**src/rtl/riscv_pkg.sv**
```systemverilog
// Shared RV32I encodings and memory-stage state type.
package riscv_pkg;

  localparam logic [6:0] OPC_LOAD   = 7'b0000011;
  localparam logic [6:0] OPC_STORE  = 7'b0100011;
  localparam logic [6:0] OPC_BRANCH = 7'b1100011;

  localparam logic [2:0] F3_B  = 3'b000;
  localparam logic [2:0] F3_H  = 3'b001;
  localparam logic [2:0] F3_W  = 3'b010;
  localparam logic [2:0] F3_BU = 3'b100;
  localparam logic [2:0] F3_HU = 3'b101;

  typedef enum logic {
    IDLE,
    WAIT
  } state_t;

endpackage

```
**src/rtl/lsu_align.sv**
```systemverilog
// Combinational load/store lane logic.
// Covers store strobes and replicated data, load extract and extend, and access legality.
module lsu_align
  import riscv_pkg::*;
(
  input  logic        is_load,
  input  logic        is_store,
  input  logic [2:0]  funct3,
  input  logic [1:0]  offset,
  input  logic [31:0] data,
  output logic [3:0]  wstrb,
  output logic [31:0] wdata,
  output logic        misalign,
  input  logic [2:0]  ld_funct3,
  input  logic [1:0]  ld_offset,
  input  logic [31:0] rdata,
  output logic [31:0] ld_data
);

  logic [7:0]  ld_byte;
  logic [15:0] ld_half;

  // NOTE: every output of an always_comb gets a default first so no path leaves it unassigned (no latch).
  always_comb begin
    wstrb    = 4'b0000;
    wdata    = 32'h0;
    misalign = 1'b0;
    if (is_store) begin
      case (funct3)
        F3_B: begin
          wstrb = 4'b0001 << offset;
          wdata = {4{data[7:0]}};
        end
        F3_H: begin
          wstrb    = 4'b0011 << {offset[1], 1'b0};
          wdata    = {2{data[15:0]}};
          misalign = offset[0];
        end
        F3_W: begin
          wstrb    = 4'b1111;
          wdata    = data;
          misalign = |offset;
        end
        default: misalign = 1'b1;
      endcase
    end else if (is_load) begin
      case (funct3)
        F3_B, F3_BU: misalign = 1'b0;
        F3_H, F3_HU: misalign = offset[0];
        F3_W:        misalign = |offset;
        default:     misalign = 1'b1;
      endcase
    end
  end

  assign ld_byte = rdata[{ld_offset, 3'b000} +: 8];
  assign ld_half = rdata[{ld_offset[1], 4'b0000} +: 16];

  always_comb begin
    case (ld_funct3)
      F3_B:    ld_data = {{24{ld_byte[7]}}, ld_byte};
      F3_BU:   ld_data = {24'h0, ld_byte};
      F3_H:    ld_data = {{16{ld_half[15]}}, ld_half};
      F3_HU:   ld_data = {16'h0, ld_half};
      default: ld_data = rdata;
    endcase
  end

endmodule

```
**src/rtl/mem_access.sv**
```systemverilog
// RV32I memory stage: drives a req/ready data port for loads and stores.
// Passes ALU results straight to write-back and stalls upstream while a transaction is open.
module mem_access
  import riscv_pkg::*;
#(
  parameter int unsigned TIMEOUT_CYCLES = 255
) (
  input  logic        clk,
  input  logic        rst,
  input  logic        in_valid,
  input  logic [6:0]  opcode,
  input  logic [2:0]  funct3,
  input  logic [4:0]  rd,
  input  logic [31:0] result,
  input  logic [31:0] data,
  output logic        stall,
  output logic        mem_req,
  output logic        mem_we,
  output logic [31:0] mem_addr,
  output logic [3:0]  mem_wstrb,
  output logic [31:0] mem_wdata,
  input  logic        mem_ready,
  input  logic [31:0] mem_rdata,
  output logic        wb_valid,
  output logic        wb_we,
  output logic [4:0]  wb_rd,
  output logic [31:0] wb_data,
  output logic        wb_err
);

  localparam logic [31:0] TIMEOUT_LAST = TIMEOUT_CYCLES - 1;

  state_t      state;
  logic [31:0] to_cnt;
  logic [2:0]  ld_funct3;
  logic [1:0]  ld_offset;
  logic [4:0]  pend_rd;

  logic        is_load, is_store, is_mem, misalign;
  logic [3:0]  wstrb;
  logic [31:0] wdata, ld_data;

  assign is_load  = (opcode == OPC_LOAD);
  assign is_store = (opcode == OPC_STORE);
  assign is_mem   = is_load || is_store;

  lsu_align u_align (
    .is_load   (is_load),
    .is_store  (is_store),
    .funct3    (funct3),
    .offset    (result[1:0]),
    .data      (data),
    .wstrb     (wstrb),
    .wdata     (wdata),
    .misalign  (misalign),
    .ld_funct3 (ld_funct3),
    .ld_offset (ld_offset),
    .rdata     (mem_rdata),
    .ld_data   (ld_data)
  );

  // Faulting accesses retire next cycle without a bus cycle, so only legal ones stall.
  assign stall = (state == WAIT) ||
                 ((state == IDLE) && in_valid && is_mem && !misalign);

  // NOTE: sequential state uses non-blocking assignments so every register samples pre-edge values.
  always_ff @(posedge clk) begin
    if (rst) begin
      state     <= IDLE;
      to_cnt    <= 32'h0;
      mem_req   <= 1'b0;
      mem_we    <= 1'b0;
      mem_addr  <= 32'h0;
      mem_wstrb <= 4'h0;
      mem_wdata <= 32'h0;
      ld_funct3 <= 3'h0;
      ld_offset <= 2'h0;
      pend_rd   <= 5'h0;
      wb_valid  <= 1'b0;
      wb_we     <= 1'b0;
      wb_rd     <= 5'h0;
      wb_data   <= 32'h0;
      wb_err    <= 1'b0;
    end else begin
      wb_valid <= 1'b0;
      wb_we    <= 1'b0;
      wb_rd    <= 5'h0;
      wb_data  <= 32'h0;
      wb_err   <= 1'b0;
      case (state)
        IDLE: begin
          if (in_valid) begin
            if (!is_mem) begin
              wb_valid <= 1'b1;
              wb_we    <= (opcode != OPC_BRANCH);
              wb_rd    <= rd;
              wb_data  <= result;
            end else if (misalign) begin
              wb_valid <= 1'b1;
              wb_err   <= 1'b1;
              wb_rd    <= rd;
            end else begin
              state     <= WAIT;
              mem_req   <= 1'b1;
              mem_we    <= is_store;
              mem_addr  <= {result[31:2], 2'b00};
              mem_wstrb <= wstrb;
              mem_wdata <= wdata;
              ld_funct3 <= funct3;
              ld_offset <= result[1:0];
              pend_rd   <= rd;
              to_cnt    <= 32'h0;
            end
          end
        end
        WAIT: begin
          if (mem_ready) begin
            state    <= IDLE;
            mem_req  <= 1'b0;
            wb_valid <= 1'b1;
            wb_rd    <= pend_rd;
            if (!mem_we) begin
              wb_we   <= 1'b1;
              wb_data <= ld_data;
            end
          end else if ((TIMEOUT_CYCLES != 0) && (to_cnt == TIMEOUT_LAST)) begin
            state    <= IDLE;
            mem_req  <= 1'b0;
            wb_valid <= 1'b1;
            wb_err   <= 1'b1;
            wb_rd    <= pend_rd;
          end else begin
            to_cnt <= to_cnt + 32'd1;
          end
        end
        default: state <= IDLE;
      endcase
    end
  end

endmodule
```
**config.mk**
```make
export PLATFORM = sky130hd
export DESIGN_NAME = mem_access
export DESIGN_NICKNAME = d
export VERILOG_FILES = /design/src/rtl/riscv_pkg.sv /design/src/rtl/lsu_align.sv /design/src/rtl/mem_access.sv
export SDC_FILE = /design/constraint.sdc
export NUM_CORES = 1
export LEC_CHECK = 0
export ABC_AREA = 0
export CAP_MARGIN = 20
export CORE_UTILIZATION = 40
export CTS_BUF_LIST = sky130_fd_sc_hd__clkbuf_8
export CTS_CLUSTER_SIZE = 14
export DETAILED_ROUTE_END_ITERATION = 7
export HOLD_SLACK_MARGIN = 0.03
export PLACE_DENSITY = 0.7
export SYNTH_ARGS = -nofsm -noshare
export SYNTH_HDL_FRONTEND = slang
export SYNTH_SLANG_ARGS = --single-unit
```
**constraint.sdc**
```tcl
create_clock -name clk -period 2.8 [get_ports clk]
set_input_delay 0.42 -clock clk [delete_from_list [all_inputs] [get_ports clk]]
set_output_delay 0.42 -clock clk [all_outputs]
set_load 0.1 [all_outputs]
```
-- Word-level counts from Yosys, hierarchy flattened
Cells that the tools add are included.
Widths: inputs -> output; s select.
- register bits: 151
- word-level logic and storage cells: 106
- input bits: 115
- reduce and logical (&&, ||, !) cells: 14
- bitwise gates (word level): 2
- add/subtract/negate cells: 1
- muxes and demuxes: 53
- shift-type cells: 4
- equality and inequality tests: 17
- operators with widths (kind ; number):
    $mux 32 ; 10
    $pmux 32 s2 ; 2
    $pmux 32 s4 ; 1
    $pmux 32 s3 ; 1
    $add 32x1->32 const B ; 1
    $eq 32x8->1 const B ; 1
    $shiftx 32x6->16 ; 1
    $shiftx 32x6->8 ; 1
    $mux 5 ; 5
    $mux 1 ; 24
    $eq 3x3->1 const B ; 4
    $pmux 4 s3 ; 1
    $ne 2x2->1 const B ; 5
    $pmux 1 s2 ; 5
    $pmux 5 s2 ; 1
    $reduce_and 4->1 ; 2
    $eq 7x2->1 const B ; 1
    $eq 7x6->1 const B ; 1
    $ne 7x7->1 const B ; 1
    $eq 3x1->1 const B ; 2
    $logic_not 3->1 ; 2
    $pmux 1 s3 ; 2
    $reduce_or 2->1 ; 3
    $reduce_and 5->1 ; 1
    9 further kinds ; 13

-- Logic depth before layout (Yosys ltp)
- depth after elaboration: 9
- gate-level depth with buffers: 9
- mapped depth without buffers: 8

-- Modules after synthesis
Synthesis repeated with hierarchy kept, for this count alone.
- cell total of the unflattened synthesis: 917
- area, all modules: 7174.4 um^2
- modules (own cells, without submodules) (module ; seq. area each (um^2) ; instances ; area an instance (um^2) ; cells an instance):
    mem_access ; 3022.9 ; 1 ; 5784.3 ; 686
    lsu_align ; 0.0 ; 1 ; 1390.1 ; 231

-- Worst setup path before layout
Ideal clock, no wire load.
- path type: input-to-output
- from: in result[0]
- to: out stall
- slack: 222 ps
- arrival: 2158 ps
- buffers on the path: 2
- stages: 5
- required time: 2380 ps
- cell sequence: buf_2 -> a221oi_2 -> o2111ai_1 -> clkbuf_1 -> nand2b_1
- cells in the longest elaborated chain, start to end: 7
- elaborated cells between the ends (all ways): 8
- those cells by class: 4 x mux; 4 x reduce/logical
- RTL lines (element ; line ; RTL):
    start, declared ; mem_access.sv:14 ; input logic [31:0] result,
    $reduce_or 2->1 ; lsu_align.sv:42, lsu_align.sv:50 ;
    $pmux 1 s3 ; lsu_align.sv:47 ; case (funct3)
    $mux 1 ; lsu_align.sv:46 ; end else if (is_load) begin
    $mux 1 (*) ; lsu_align.sv:28 ; if (is_store) begin
    $logic_not 1->1 (*) ; mem_access.sv:64 ; ((state == IDLE) && in_valid && is_mem && !misalign);
    $logic_and 1x1->1 (*) ; mem_access.sv:64 ;
    $logic_or 1x1->1 (*) ; mem_access.sv:63 ; assign stall = (state == WAIT) ||
    end, declared ; mem_access.sv:16 ; output logic stall,
Mark *: on every way between the ends. The rest lies on a longest branch, timed or not.

-- Worst setup path in the final report
- from: in funct3[2]
- to: out stall
- cells in the longest elaborated chain, start to end: 8
- elaborated cells between the ends (all ways): 14
- those cells by class: 4 x eq/ne; 4 x mux; 6 x reduce/logical
- RTL lines (element ; line ; RTL):
    start, declared ; mem_access.sv:12 ; input logic [2:0] funct3,
    $eq 3x1->1, or another cell as far along ; lsu_align.sv:29, lsu_align.sv:47 ;
    $reduce_or 2->1 ; lsu_align.sv:47 ;
    $pmux 1 s3 ; lsu_align.sv:47 ;
    $mux 1 ; lsu_align.sv:46 ;
    $mux 1 (*) ; lsu_align.sv:28 ;
    $logic_not 1->1 (*) ; mem_access.sv:64 ;
    $logic_and 1x1->1 (*) ; mem_access.sv:64 ;
    $logic_or 1x1->1 (*) ; mem_access.sv:63 ;
Marked as above.

==> impl_metrics.toml <==
[status]
status = "finished, final reports clean"

[global_route]
grt_pass1_wl_um = 36200
track_usage_pct = 26.0
grt_start_max_net_pins = 59
antenna_found_initial = 0
globalRouteOverflowTotal = 0
grt_pass1_vias = 6788

[critical_path]
path_max_fanout = 4
startpoint_type = "input port"
crit_slowest_cell = "clkdlybuf4s50_1"
cpPeakStageDelay_ps = 510
path_cells = "clkdlybuf4s50_1 -> nor4_2 -> buf_4 -> o2111ai_4 -> nand2b_1 -> buf_12"
endpoint_kind = "output port"
crit_arrival_ps = 2100
critPathKind = "input port to output port"
critPathRequiredTime_ps = 2380

[final_layout]
drive_gt1_share_pct = 17.3
fin_area_mm2 = 0.00955
fin_cells = 1331
syn2layout_area_growth_pct = 39.2
nets = 1215
fin_util_pct = 57.4
diodes = 0

[synthesis]
yosysUniqueCellTypes = 58
ys_warn_count = 0
synth_ff_type = "dfxtp_1"
synth_edf_count = 0
netlist_area_mm2 = 0.00686
synth_top_area_cell = "dfxtp_1"
ys_async_sr_fraction_pct = 0
ys_ff_latch = 151
synth_cells = 883
synth.avg_cell_area_um2 = 7.77
seq_area_frac_synth_pct = 44.0
synth_top_area_share_pct = 44.0
synthTopCellsByArea = "dfxtp_1 (44%), nand2_1 (8.7%), a21oi_1 (8.1%)"

[flow_run]
max_cap_viol_count = 0

[floorplan]
dieWidth_um = 133
die_area_mm2 = 0.0177
core-area_mm2 = 0.0166
start_util_pct = 41.2
num_rows = 47
ios = 226
fp.dieH_um = 133

[clocking]
ctsHtreeMaxLevel = 4
cts_made_buffers = 17
clock-sinks = 151
cts_tree = "built"
clockBufferDepth = 2
cts_setup_buffers = 0
clkLatencyLatePin_ps = 470
root_buffer = "clkbuf_8"
clk_pin_slew_ps = 100

[place]
place_hpwl_um = 16800
place.gp.congestion = 0.886
place_inst = 1299
portBuffers = 223
placed_cell_area_mm2 = 0.00918

[sta]
finalHoldWorstSlack_ps = 322
hold_viol = 0
slew_headroom_pct = 45.4
fin_crit_sh_pct = 89.9
setup_violations = 0
worst_pin_slew_ps = 815
rsz0062_at_grt = "false"
drv_slew = 0
max_freq_mhz = 397
finalCriticalPeriod_ps = 2520
skew_ps = 9.21

[min_path]
worstHoldPathType = "input port to flop"

[detailed_routing]
vias = 7219
first_iter_violations = 573
firstDrtPassIters = 5
ant_nets = 0
viasPerCell = 5.42
remaining_drc_errors = 0
avgRoutedWirePerCell_um = 17.2
wl_um = 22900

[pwr]
peakVddDrop_uv = 312
powerDensity_mw_per_mm2 = 463
leakage_nw = 3.63
finalPower_mw = 4.43
## cell usage in the layout (no fill, tap or decap), drive strengths merged, types with 8 or more instances in the layout
master and instances:
xnor2 14, nand3 33, nor4 12, o22ai 9, nand2b 8, clkbuf 17
o21ai 35, nand4 9, nand2 160, a21o 27, nor2 90, buf 148
a221oi 9, dfxtp 151, clkdlybuf4s50 113, inv 25, nor2b 14, a22oi 38
a21oi 112
## flip-flops by register name, indices dropped and copies added, names as in the netlist
signal	count
mem_wstrb	4
pend_rd	5
wb_we	1
wb_data	32
wb_valid	1
mem_we	1
mem_req	1
wb_err	1
mem_wdata	32
state	1
wb_rd	5
ld_offset	2
to_cnt	32
mem_addr	30
ld_funct3	3
## where the power goes
part / leakage, nW / internal (mW) / switching (mW) / total, mW
Clock: 0.186 / 0.651 / 0.961 / 1.61
Combinational: 2.23 / 0.246 / 0.391 / 0.637
Sequential: 1.22 / 2.17 / 0.00845 / 2.18
Total: 3.63 / 3.07 / 1.36 / 4.43
## per-stage QoR
stage               setup WS (ps)  TNS [ps]
floorplan                     222         0
detailed placement          -88.7      -145
finish                        282         0
global placement            -17.9     -17.9
CTS                           209         0
global route                  153         0
## critical path: cells and delay by family
| kind | cells | cell delay [ps] |
|---|---|---|
| buffers and inverters | 3 | 900 |
| and+or+nand+nor | 2 | 610 |
| AOI/OAI and AO/OA | 1 | 160 |
## final cells by class
class | instances | area, um^2
clock inverters | 15 | 135
inverters | 16 | 60.1
flip-flops and latches | 151 | 3020
fillers | 1587 | 7090
clock buffers | 17 | 234
repair buffers | 261 | 2270
well taps | 220 | 275
multi-input cells | 651 | 3560
## synth_stat cells (all sizes together) (12+ instances only)
master,n
nand3,33
o21ai,35
a21o,27
nor2,90
xnor2,14
dfxtp,151
nand2,160
nor2b,14
clkbuf,60
nor4,12
a21oi,112
inv,16
a22oi,38
## logic make-up (layout without fill, tap and decap cells)
logic type | after synthesis | in the layout | synth area share, %
other | 1 | 2 | 0.0546
adders and majority gates | 2 | 2 | 0.365
and+or+nand+nor | 351 | 351 | 22.8
xor gates and xnor gates | 14 | 14 | 1.79
AOI/OAI and AO/OA | 274 | 274 | 25.1
muxes | 8 | 8 | 1.18
buffers and inverters | 82 | 309 | 4.65
DFF | 151 | 151 | 44.0
## routing by layer
metal,global-route usage [%],vias up,part of all wire [%]
li1,-,3539,-
met1,33.7,3333,44
met2,40.4,305,45
met3,7.51,42,8.3
met4,10.8,0,2.7
met5,0,-,0
## repair_timing
item,CTS,global route
hold buffers,0,0
setup endpoints to repair,0,2
gates resized for setup,0,1
## final timing paths
| check | from | endpoint | slack [ps] | cells after the start |
|---|---|---|---|---|
| setup / recovery | funct3[2] | stall | 280 | 6 |
| hold / removal | rst | mem_wdata[15] | 320 | 2 |
| hold reg to reg | mem_addr[2] | mem_addr[2] | 460 | 2 |
| setup reg to reg | to_cnt[3] | to_cnt[30] | 320 | 6 |
(Power assumes the default switching activity.)
